[src/rtl/sp_mem_pipe.sv]
// sp_mem_pipe: single-port RAM with byte enables, 1/2-cycle read latency and post-reset clear
module sp_mem_pipe #(
  parameter int DATA_W   = 32,
  parameter int DEPTH    = 16,
  parameter int ADDR_W   = DEPTH > 1 ? $clog2(DEPTH) : 1,
  parameter int RD_LAT   = 1,
  parameter int RDW_MODE = 0
) (
  input  logic                clk,
  input  logic                rst,
  input  logic                en,
  input  logic                wr_enb,
  input  logic [DATA_W/8-1:0] byte_enb,
  input  logic [ADDR_W-1:0]   addr,
  input  logic [DATA_W-1:0]   wr_data,
  output logic                ready,
  output logic [DATA_W-1:0]   rd_data,
  output logic                rd_valid,
  output logic                addr_err
);
  typedef enum logic {INIT, RUN} state_t;
  state_t state_q, state_d;
  logic [ADDR_W-1:0] cnt_q, cnt_d;
  logic [DATA_W-1:0] mem [DEPTH];
  logic [DATA_W-1:0] mask, old, merged, resp, d1_q, d1_d, d2_q, d2_d;
  logic in_rng, acc, v1_q, v1_d, e1_q, e1_d, v2_q, v2_d, e2_q, e2_d;
  // request decode, byte merge, sweep control and response pipeline next-state
  always_comb begin
    mask = '0;
    for (int i = 0; i < DATA_W/8; i++) mask[8*i +: 8] = {8{byte_enb[i]}};
    in_rng = {1'b0, addr} < (ADDR_W+1)'(DEPTH);
    acc = en && state_q == RUN;
    old = in_rng ? mem[addr] : '0;
    merged = (old & ~mask) | (wr_data & mask);
    resp = !in_rng ? '0 : (wr_enb && RDW_MODE == 1) ? merged : old;
    state_d = (state_q == INIT && cnt_q == ADDR_W'(DEPTH-1)) ? RUN : state_q;
    cnt_d = state_q == INIT ? cnt_q + 1'b1 : cnt_q;
    v1_d = acc;
    d1_d = acc ? resp : d1_q;
    e1_d = acc && !in_rng;
    v2_d = v1_q;
    d2_d = v1_q ? d1_q : d2_q;
    e2_d = e1_q;
  end
  // control and response registers; reset flushes everything in flight
  always_ff @(posedge clk) begin
    if (rst) begin
      state_q <= INIT;
      cnt_q   <= '0;
      v1_q    <= 1'b0;
      d1_q    <= '0;
      e1_q    <= 1'b0;
      v2_q    <= 1'b0;
      d2_q    <= '0;
      e2_q    <= 1'b0;
    end else begin
      state_q <= state_d;
      cnt_q   <= cnt_d;
      v1_q    <= v1_d;
      d1_q    <= d1_d;
      e1_q    <= e1_d;
      v2_q    <= v2_d;
      d2_q    <= d2_d;
      e2_q    <= e2_d;
    end
  end
  // array: zero sweep during INIT, merged in-range writes during RUN
  always_ff @(posedge clk) begin
    if (!rst && state_q == INIT) mem[cnt_q] <= '0;
    else if (!rst && acc && wr_enb && in_rng) mem[addr] <= merged;
  end
  assign ready    = state_q == RUN;
  assign rd_valid = RD_LAT == 2 ? v2_q : v1_q;
  assign rd_data  = RD_LAT == 2 ? d2_q : d1_q;
  assign addr_err = RD_LAT == 2 ? e2_q : e1_q;
endmodule

[config.mk]
export PLATFORM = sky130hd
export DESIGN_NAME = sp_mem_pipe
export DESIGN_NICKNAME = d
export VERILOG_FILES = /design/src/rtl/sp_mem_pipe.sv
export SDC_FILE = /design/constraint.sdc
export NUM_CORES = 1
export LEC_CHECK = 0
export CORE_AREA = 2 2 215 217
export CTS_BUF_LIST = sky130_fd_sc_hd__clkbuf_16
export DETAILED_ROUTE_END_ITERATION = 7
export DIE_AREA = 0 0 217 219
export DONT_BUFFER_PORTS = 1
export GPL_TIMING_DRIVEN = 0
export PLACE_DENSITY = 0.59
export SLEW_MARGIN = 5
export SYNTH_ARGS = -nofsm -noshare
export SYNTH_HDL_FRONTEND = slang
export SYNTH_SLANG_ARGS = --single-unit
export TNS_END_PERCENT = 10
[constraint.sdc]
create_clock -name clk -period 4.3 [get_ports clk]
set_input_delay 1.075 -clock clk [delete_from_list [all_inputs] [get_ports clk]]
set_output_delay 1.075 -clock clk [all_outputs]
set_load 0.01 [all_outputs]
==> results.yml, run 1 <==
hold_path:
  min_path_cells: 1
  worstHoldPathType: "register to register"
  whs_endpoint: "rd_data[20]"
  hp-start: "rd_data[20]"
yosys:
  synth_seq_cells: 550
  synth-simple-area-share: 0.0238
  syn_nets: 1221
  yosys.area_share.xor_xnor: 0.00120
  ys.flop_type: "edfxtp_1"
  yosys.area_share.adder: 0.000573
  yosys-top-cells-area: "edfxtp_1 70%, mux2i_1 6.3%, mux4_2 6.2%"
  syn_area_sq_um: 21800
  synthDistinctLibCells: 42
  synth_compound_area_frac: 0.0810
  synth_top_family_by_area: "multiplexers"
  synth.avg_cell_area_sq_um: 18.6
  synth_top_area_frac: 0.704
  async_flop_share: 0
  yosysTopAreaCell: "edfxtp_1"
  syn_inst: 1176
  muxShareOfSynthArea: 0.126
  ys_warn_count: 0
  synth_most_common_cell: "edfxtp_1"
  ys_top_cells_by_count: "512 x edfxtp_1, 138 x mux2i_1, 60 x mux4_2"
  synth_edf_count: 512
  ys_seq_area_frac: 0.739
clock_tree:
  cts_resized: 0
  cts_root_buffer: "clkbuf_16"
  cts_tree: "done"
  path_clk_slew_ns: 0.06
  clock_latency_ns: 0.60
  cts_buffers: 56
  cts_num_sinks: 550
  ctsHoldBuffers: 0
  clockBufferDepth: 3
  cts_setup_buffers: 0
  htreeDepth: 2
setup_path:
  crit_required_ns: 4.60
  r2r_start: "ready"
  worstSetupStartpointType: "input port"
  worstSetupPathType: "input port to register"
  r2r_end: "mem[14][11]"
  r2r_cells: 5
  arrival_ns: 3.84
  path_max_fanout: 19
  startpoint: "rst"
  r2r_slack_ns: 1.09
  end_kind: "register"
finish:
  final_cells: 1893
  layout.nets: 1297
  final_area_sq_um: 24800
  syn_to_final_growth_pct: 13.7
  n_antenna_cell: 0
  n_fill_cell: 3532
  drive_gt1_frac: 0.193
detailed_routing:
  drt-wirelength-per-cell_um: 28.6
  drtPass1Iterations: 5
  vias: 11300
  drt_iter0_drc: 840
  final_antenna_net_count: 0
  routed_wl_um: 54200
  via_per_inst: 5.95
  drc_errors: 0
timing:
  rsz0062_at_grt: "false"
  hold_violations: 0
  fin_crit_sh: 0.824
  report.final.slew_viol_count: 0
  slew_headroom: 0.238
  clock_skew_ns: 0.0246
  clock.fmax_mhz: 282
  final-setup-viol-count: 0
  final.min_clock_period_ns: 3.54
  tightest_slew_ns: 1.14
placed_design:
  io_buffers: 0
  dp_hpwl_um: 33900
  finalWeightedCongestion: 0.745
  placed_cells: 1794
  placed_cell_area_sq_um: 23100
run_status:
  status: "completed"
floorplanning:
  start_util: 0.484
  rows: 78
  dieArea_sq_um: 47500
  die_h_um: 219
  die_w_um: 217
  io_pins: 79
  core_area_sq_um: 45100
grt:
  grt.busiest_layer: "met2"
  grt_first_pass_wirelength_um: 77800
  use_met3: 0.0376
  grt_use_total: 0.232
  antenna_found_initial: 0
  grt-ovfl-total: 0
  met1_usage: 0.317
  met2_usage: 0.384
  grt_pass1_vias: 11300
  grt_max_degree: 22
pwr:
  p_leak_nw: 9.11
  vdd_drop_max_uv: 314
  power_density_nw_per_um2: 443
  finalPower_w: 0.0110
flow_run:
  maxCapViolations: 0
report_power, final:
group          internal, W  total, W  switching [W]
clock              0.00261   0.00457        0.00195
combinational     0.000216  0.000580       0.000364
sequential         0.00583   0.00585      0.0000162
total              0.00866    0.0110        0.00233
layout make-up:
| type | count | area [sq um] | share of cell area |
|---|---|---|---|
| inverter | 35 | 131 | 0.00529 |
| clock buffer | 57 | 1430 | 0.0574 |
| timing repair buffer | 18 | 413 | 0.0166 |
| tap | 600 | 751 | 0.0302 |
| sequential | 550 | 16100 | 0.650 |
| multi-input combinational | 512 | 5200 | 0.209 |
| buffer | 79 | 499 | 0.0201 |
| clock inverter | 42 | 277 | 0.0111 |
kinds of logic (layout without fill, tap and decap cells):
kind of cell               count (synthesis)  in the layout
DFF                                      550            550
muxes                                    199            199
AOI/OAI and AO/OA                        204            204
buffers and inverters                    114            231
and+or+nand+nor                          104            104
adders and majority gates                  1              1
other                                      1              1
xor gates and xnor gates                   3              3
placed cells by master, fill, tap and decap left out, types with 8 or more instances in the layout:
cell type  instances
clkinv_1          15
inv_1             50
mux2i_1          138
dfxtp_1           38
clkbuf_16         57
nor2_4            16
edfxtp_1         512
a221o_1           56
buf_1              8
mux4_2            60
a21oi_1           40
clkbuf_1          41
o22ai_2           28
nor2_1            36
o21a_1            32
buf_4             10
nor2_2            27
buf_12            17
a22o_1            36
routing by layer:
metal | share of wire | wire length, um | up-vias
li1 | - | - | 4913
met1 | 0.43 | 23200 | 5907
met2 | 0.49 | 26400 | 366
met3 | 0.059 | 3170 | 86
met4 | 0.026 | 1420 | 0
met5 | 0 | 0 | -
per-stage QoR:
stage	utilization	TNS, ns	worst slack, ns	hold slack [ns]
2_1_floorplan	-	0	0.425	0.511
3_3_place_gp	0.501	-921.97	-2.09	0.527
3_5_place_dp	0.513	0	0.161	0.532
4_1_cts	0.551	0	0.699	0.550
5_1_grt	0.551	0	0.645	0.565
6_report	0.551	0	0.755	0.545
state kept, by name, summed over array words and instances, names as in the netlist:
register  flops
cnt_q         4
mem         512
rd_data      32
rd_valid      1
ready         1
worst max-delay path: stages:
cell      delay (ns)
clkbuf_1        0.20
nand4b_1        0.83
nor3b_1         0.42
a31oi_1         0.22
nor2_4          0.82
buf_16          0.25
how the worst max path moves through the flow:
stage | end
finish | mem[14][11]
global route | mem[14][3]
CTS | mem[14][15]
detailed placement | mem[14][12]
global placement | mem[14][13]
floorplan | mem[6][0]
Note: power is estimated with default switching activity, not from simulation.
==> run 2, diff against run 1 <==
--- a/config.mk
+++ b/config.mk
@@ -11,7 +11,7 @@
 export DIE_AREA = 0 0 217 219
 export DONT_BUFFER_PORTS = 1
 export GPL_TIMING_DRIVEN = 0
-export PLACE_DENSITY = 0.59
+export PLACE_DENSITY = 0.62
 export SLEW_MARGIN = 5
 export SYNTH_ARGS = -nofsm -noshare
 export SYNTH_HDL_FRONTEND = slang
==> constraint.sdc (replaced) <==
create_clock -name clk -period 3.1 [get_ports clk]
set_input_delay 0.775 -clock clk [delete_from_list [all_inputs] [get_ports clk]]
set_output_delay 0.775 -clock clk [all_outputs]
set_load 0.01 [all_outputs]
==> run 2 against run 1 <==
Global-route usage is 0.21 points lower. Sequential share of layout area is 0.41 points lower. Non-clock buffer count is 6 higher. Final area is 0.63% higher. Count of clock-buffer cells in the layout stayed put. Via count is 0.14% lower. First-iteration DRC count is 18% higher. Combinational power is 38% higher. Setup slack worse by 0.75 ns. Core utilization is 0.35 points higher.
==> results.yml, run 2 (synthesized netlist as in run 1, its figures left out) <==
clock_tree:
  cts_root_buffer: "clkbuf_16"
  path_clk_slew_ns: 0.06
  cts_num_sinks: 550
  htreeDepth: 2
  cts_buffers: 56
  clockBufferDepth: 3
  clock_latency_ns: 0.61
  cts_tree: "done"
  ctsHoldBuffers: 0
placed_design:
  io_buffers: 0
  dp_hpwl_um: 33600
  placed_cells: 1795
  finalWeightedCongestion: 0.736
finish:
  ff_latch_area_sq_um: 16100
  layout.nets: 1303
  regMostFlops: "mem"
  final_cells: 1907
  layout_common_cells: "512 x edfxtp_1, 138 x mux2i_1, 60 x mux4_2, 57 x clkbuf_16, 56 x a221o_1"
  multi_input_area_sq_um: 5200
  n_fill_cell: 3504
  final_common_cell: "edfxtp_1"
  largest_reg_flops: 512
  syn_to_final_growth_pct: 14.4
  drive_gt1_frac: 0.204
detailed_routing:
  vias: 11300
  final_antenna_net_count: 0
  via_per_inst: 5.90
  drt-wirelength-per-cell_um: 28.0
  drt_iter0_drc: 995
  drc_errors: 0
  routed_wl_um: 53400
  drtPass1Iterations: 4
setup_path:
  r2r_end: "mem[0][15]"
  cp_num_cells: 7
  r2r_start: "ready"
  r2r_cells: 6
  cp_slowest_stage_delay_ns: 0.65
  arrival_ns: 3.40
  worstSetupStartpointType: "input port"
  crit_required_ns: 3.41
  path_cells: "clkbuf_1 > clkbuf_1 > mux2_2 > nand2_1 > nor2_4 > buf_16 > buf_16"
  path_delay_family: "buffers and inverters"
  cp_num_buf_inv: 4
  slowest_stage: "clkbuf_1"
  r2r_slack_ns: 0.23
  path_max_fanout: 13
  worstSetupPathType: "input port to register"
  end_kind: "register"
  startpoint: "addr[3]"
  crit_end: "mem[9][11]"
flow_run:
  maxCapViolations: 0
hold_path:
  worstHoldPathType: "input port to register"
  hp-start: "rst"
timing:
  clock_skew_ns: 0.0172
  holdWs_ns: 0.524
  clock.fmax_mhz: 323
  hold_violations: 0
  report.final.slew_viol_count: 0
  tightest_slew_ns: 1.15
  final-setup-viol-count: 0
  setup_tns_ns: 0
  fin_crit_sh: 0.998
  slew_headroom: 0.233
  final.min_clock_period_ns: 3.09
  rsz0062_at_grt: "true"
floorplanning:
  io_pins: 79
  core_area_sq_um: 45100
  die_w_um: 217
  start_util: 0.484
  die_h_um: 219
  dieArea_sq_um: 47500
  rows: 78
grt:
  grt_pass1_vias: 11400
  grt-ovfl-total: 0
  grt_max_degree: 22
  grt_first_pass_wirelength_um: 77900
  antenna_found_initial: 0
  grt_use_total: 0.230
pwr:
  p_leak_nw: 9.18
  vdd_drop_max_uv: 359
  power_density_nw_per_um2: 618
run_status:
  status: "completed"
## run 2: changes by cell type in the layout (fill, tap and decap cells not counted), sizes merged
cell / before / now
clkbuf: 100 / 101
buf: 54 / 59
clkinvlp: 0 / 1
bufinv: 4 / 5
clkinv: 23 / 28
diode: 0 / 1
## run 2: layer usage
metal | track usage | wire, um | up-vias | share of wire
li1 | - | - | 4938 | -
met1 | 0.314 | 23000 | 5878 | 0.43
met2 | 0.377 | 26200 | 358 | 0.49
met3 | 0.0344 | 2750 | 82 | 0.051
met4 | 0.0817 | 1390 | 0 | 0.026
met5 | 0 | 0 | - | 0
## run 2: power by group
part | leakage, nW | switching [W] | total, W | internal (W)
clock network | 0.925 | 0.00279 | 0.00653 | 0.00374
registers | 5.70 | 0.0000221 | 0.00811 | 0.00809
logic | 2.55 | 0.000503 | 0.000799 | 0.000297
total | 9.18 | 0.00331 | 0.0154 | 0.0121
## run 2: worst register-to-register path: cells and delay by family, from the launching register on
kind / cells / cell delay [ns]
buffers and inverters: 2 / 0.59
flip-flops: 1 / 0.43
multiplexers: 1 / 0.33
AND/OR/NAND/NOR: 3 / 1.19
## run 2: cell type report
class                   instances  share of cell area
plain buffers                  79              0.0201
clock buffers                  57              0.0571
repair buffers                 24              0.0196
multi-input cells             512               0.208
clock inverters                49              0.0140
flip-flops and latches        550               0.646
well taps                     600              0.0300
diodes                          1            0.000100
inverters                      35             0.00526
## run 2: worst min path at each step
stage | end | slack (ns) | depth (start not counted)
2_1_floorplan | rd_data[27] | 0.51 | 1
3_3_place_gp | rd_data[17] | 0.53 | 1
3_5_place_dp | rd_data[30] | 0.53 | 1
4_1_cts | cnt_q[0] | 0.50 | 2
5_1_grt | cnt_q[3] | 0.53 | 2
6_report | cnt_q[0] | 0.52 | 2
## run 2: through the flow
stage	total power (W)	setup slack, ns	util	area (sq um)
final	0.0154	0.00557	0.554	25000
after global routing	0.0159	-0.0159	0.554	25000
after CTS	0.0155	0.0140	0.553	24900
after detailed placement	0.00907	-0.628	0.514	23200
after global placement	0.00903	-2.85	0.501	22600
after floorplan	0.00878	-0.475	-	21800
## run 2: what timing repair did
item	4_1_cts	5_1_grt
resized for setup	0	1
hold endpoints to repair	0	0
buffers inserted	0	5
pin swaps	1	3
endpoints found under the setup margin	2	146
==> run 3, diff against run 2 <==
--- a/config.mk
+++ b/config.mk
@@ -12,7 +12,6 @@
 export DONT_BUFFER_PORTS = 1
 export GPL_TIMING_DRIVEN = 0
 export PLACE_DENSITY = 0.62
-export SLEW_MARGIN = 5
 export SYNTH_ARGS = -nofsm -noshare
 export SYNTH_HDL_FRONTEND = slang
 export SYNTH_SLANG_ARGS = --single-unit
==> run 3 against run 2 <==
Sequential cell count unchanged. Sequential power about the same. Setup slack better by 0.073 ns. Fmax up 2.4%. Final cell count down 0.31%. Die area unchanged. Power up 1.6%. Non-clock buffer count down 4. Count of clock-buffer cells in the layout unchanged. Final area about the same. Register-to-register slack better by 0.08 ns.
==> results.yml, run 3 (synthesized netlist as in run 1, its figures left out) <==
clock_tree:
  clockBufferDepth: 3
  clock_latency_ns: 0.61
  path_clk_slew_ns: 0.06
  cts_num_sinks: 550
  cts_buffers: 57
  cts_root_buffer: "clkbuf_16"
  htreeDepth: 2
  cts_tree: "done"
setup_path:
  cp_num_buf_inv: 3
  end_kind: "register"
  arrival_ns: 3.34
  slowest_stage: "clkbuf_1"
  crit_required_ns: 3.42
  worstSetupStartpointType: "input port"
  crit_path_frequent_cell: "clkbuf_1"
  cp_slowest_stage_delay_ns: 0.72
  worstSetupPathType: "input port to register"
  path_cells: "buf_4 > clkbuf_1 > clkbuf_1 > nor2_1 > o22ai_2 > o21a_1"
  path_max_fanout: 16
  path_delay_family: "buffers and inverters"
finish:
  final_cells: 1901
  drive_gt1_frac: 0.205
  n_antenna_cell: 0
  layout.nets: 1300
  final_area_sq_um: 25000
  regMostFlops: "mem"
  final_common_cell: "edfxtp_1"
  syn_to_final_growth_pct: 14.4
  largest_reg_flops: 512
  n_fill_cell: 3536
  layout_common_cells: "512 x edfxtp_1, 138 x mux2i_1, 60 x mux4_2, 57 x clkbuf_16, 56 x a221o_1"
floorplanning:
  start_util: 0.484
  dieArea_sq_um: 47500
  io_pins: 79
  die_h_um: 219
  die_w_um: 217
  core_area_sq_um: 45100
  rows: 78
pwr:
  p_sw_w: 0.00330
  p_int_w: 0.0124
  sequentialPowerShare: 0.517
  vdd_drop_max_uv: 480
  p_sw_frac: 0.211
  power_density_nw_per_um2: 628
  clkPwrFrac: 0.432
  p_leak_nw: 9.18
  comb_power_share: 0.051
timing:
  rsz0062_at_grt: "false"
  tightest_slew_ns: 1.12
  final.min_clock_period_ns: 3.02
  hold_violations: 0
  holdWs_ns: 0.543
  fin_crit_sh: 0.975
  slew_headroom: 0.255
  clock_skew_ns: 0.0150
  report.final.slew_viol_count: 0
  clock.fmax_mhz: 331
  final-setup-viol-count: 0
detailed_routing:
  routed_wl_um: 53200
  drt_iter0_drc: 1061
  via_per_inst: 5.96
  final_antenna_net_count: 0
  vias: 11300
  drc_errors: 0
  drt-wirelength-per-cell_um: 28.0
  drtPass1Iterations: 5
hold_path:
  worstHoldPathType: "input port to register"
placed_design:
  placed_cells: 1793
  placed_cell_area_sq_um: 23100
  io_buffers: 0
  dp_hpwl_um: 33300
  finalWeightedCongestion: 0.736
grt:
  grt_pass1_vias: 11400
  grt_first_pass_wirelength_um: 77800
  grt_max_degree: 22
  grt-ovfl-total: 0
  antenna_found_initial: 0
  grt_use_total: 0.229
run_status:
  status: "completed"
flow_run:
  maxCapViolations: 0
## run 3: cell count changes in the layout (fill, tap and decap cells not counted), sizes merged
| cell | before | now |
|---|---|---|
| clkbuf | 101 | 100 |
| buf | 59 | 56 |
| diode | 1 | 0 |
| clkinv | 28 | 23 |
| bufinv | 5 | 8 |
| clkinvlp | 1 | 2 |
## run 3: stage by stage
stage	power [W]	utilization	worst slack [ns]	TNS, ns
3_5_place_dp	0.00907	0.512	-0.762	-427.58
2_1_floorplan	0.00878	-	-0.475	-237.39
6_report	0.0157	0.554	0.0789	0
3_3_place_gp	0.00903	0.501	-2.85	-1481.33
4_1_cts	0.0158	0.554	-0.0458	-2.44
5_1_grt	0.0161	0.554	0.0160	0
## run 3: final timing paths
check,startpoint,endpoint,slack [ns],depth (start not counted)
max,addr[1],mem[12][15],0.08,6
max reg2reg,ready,mem[9][14],0.31,6
min reg2reg,rd_data[30],rd_data[30],0.55,1
min,rst,ready,0.54,2
## run 3: final cells by class
type	instances	area, sq um	area share
Sequential cell	550	16100	0.646
Tap cell	600	751	0.0300
Multi-Input combinational cell	512	5200	0.208
Inverter	35	131	0.00526
Clock buffer	57	1430	0.0571
Timing Repair Buffer	20	408	0.0163
Clock inverter	48	430	0.0172
Buffer	79	503	0.0201
## run 3: what timing repair did
action	CTS	global route
hold buffers	0	0
pin swaps	2	0
buffers inserted	0	3
gates resized for setup	3	1
setup endpoints to repair	136	179
## run 3: worst reg2reg max path: cells and delay by family, from the launching register on
| family | cells | cell delay [ns] |
|---|---|---|
| buffers and inverters | 2 | 0.61 |
| and+or+nand+nor | 3 | 1.20 |
| DFF | 1 | 0.44 |
| AOI/OAI and AO/OA | 1 | 0.23 |
## run 3: power groups by stage
stage	Clock, W	Sequential (W)	Combinational, W
4_1_cts	0.00686	0.00811	0.000807
5_1_grt	0.00718	0.00811	0.000845
6_report	0.00678	0.00811	0.000798
3_3_place_gp	0	0.00828	0.000756
3_5_place_dp	0	0.00827	0.000803
2_1_floorplan	0	0.00826	0.000518
## run 3: per-layer routing
metal | up-vias | wire [um] | track usage
met5 | - | 0 | 0
met4 | 0 | 1640 | 0.0840
met3 | 98 | 3240 | 0.0347
met2 | 430 | 26000 | 0.375
met1 | 5867 | 22400 | 0.314
li1 | 4926 | - | -
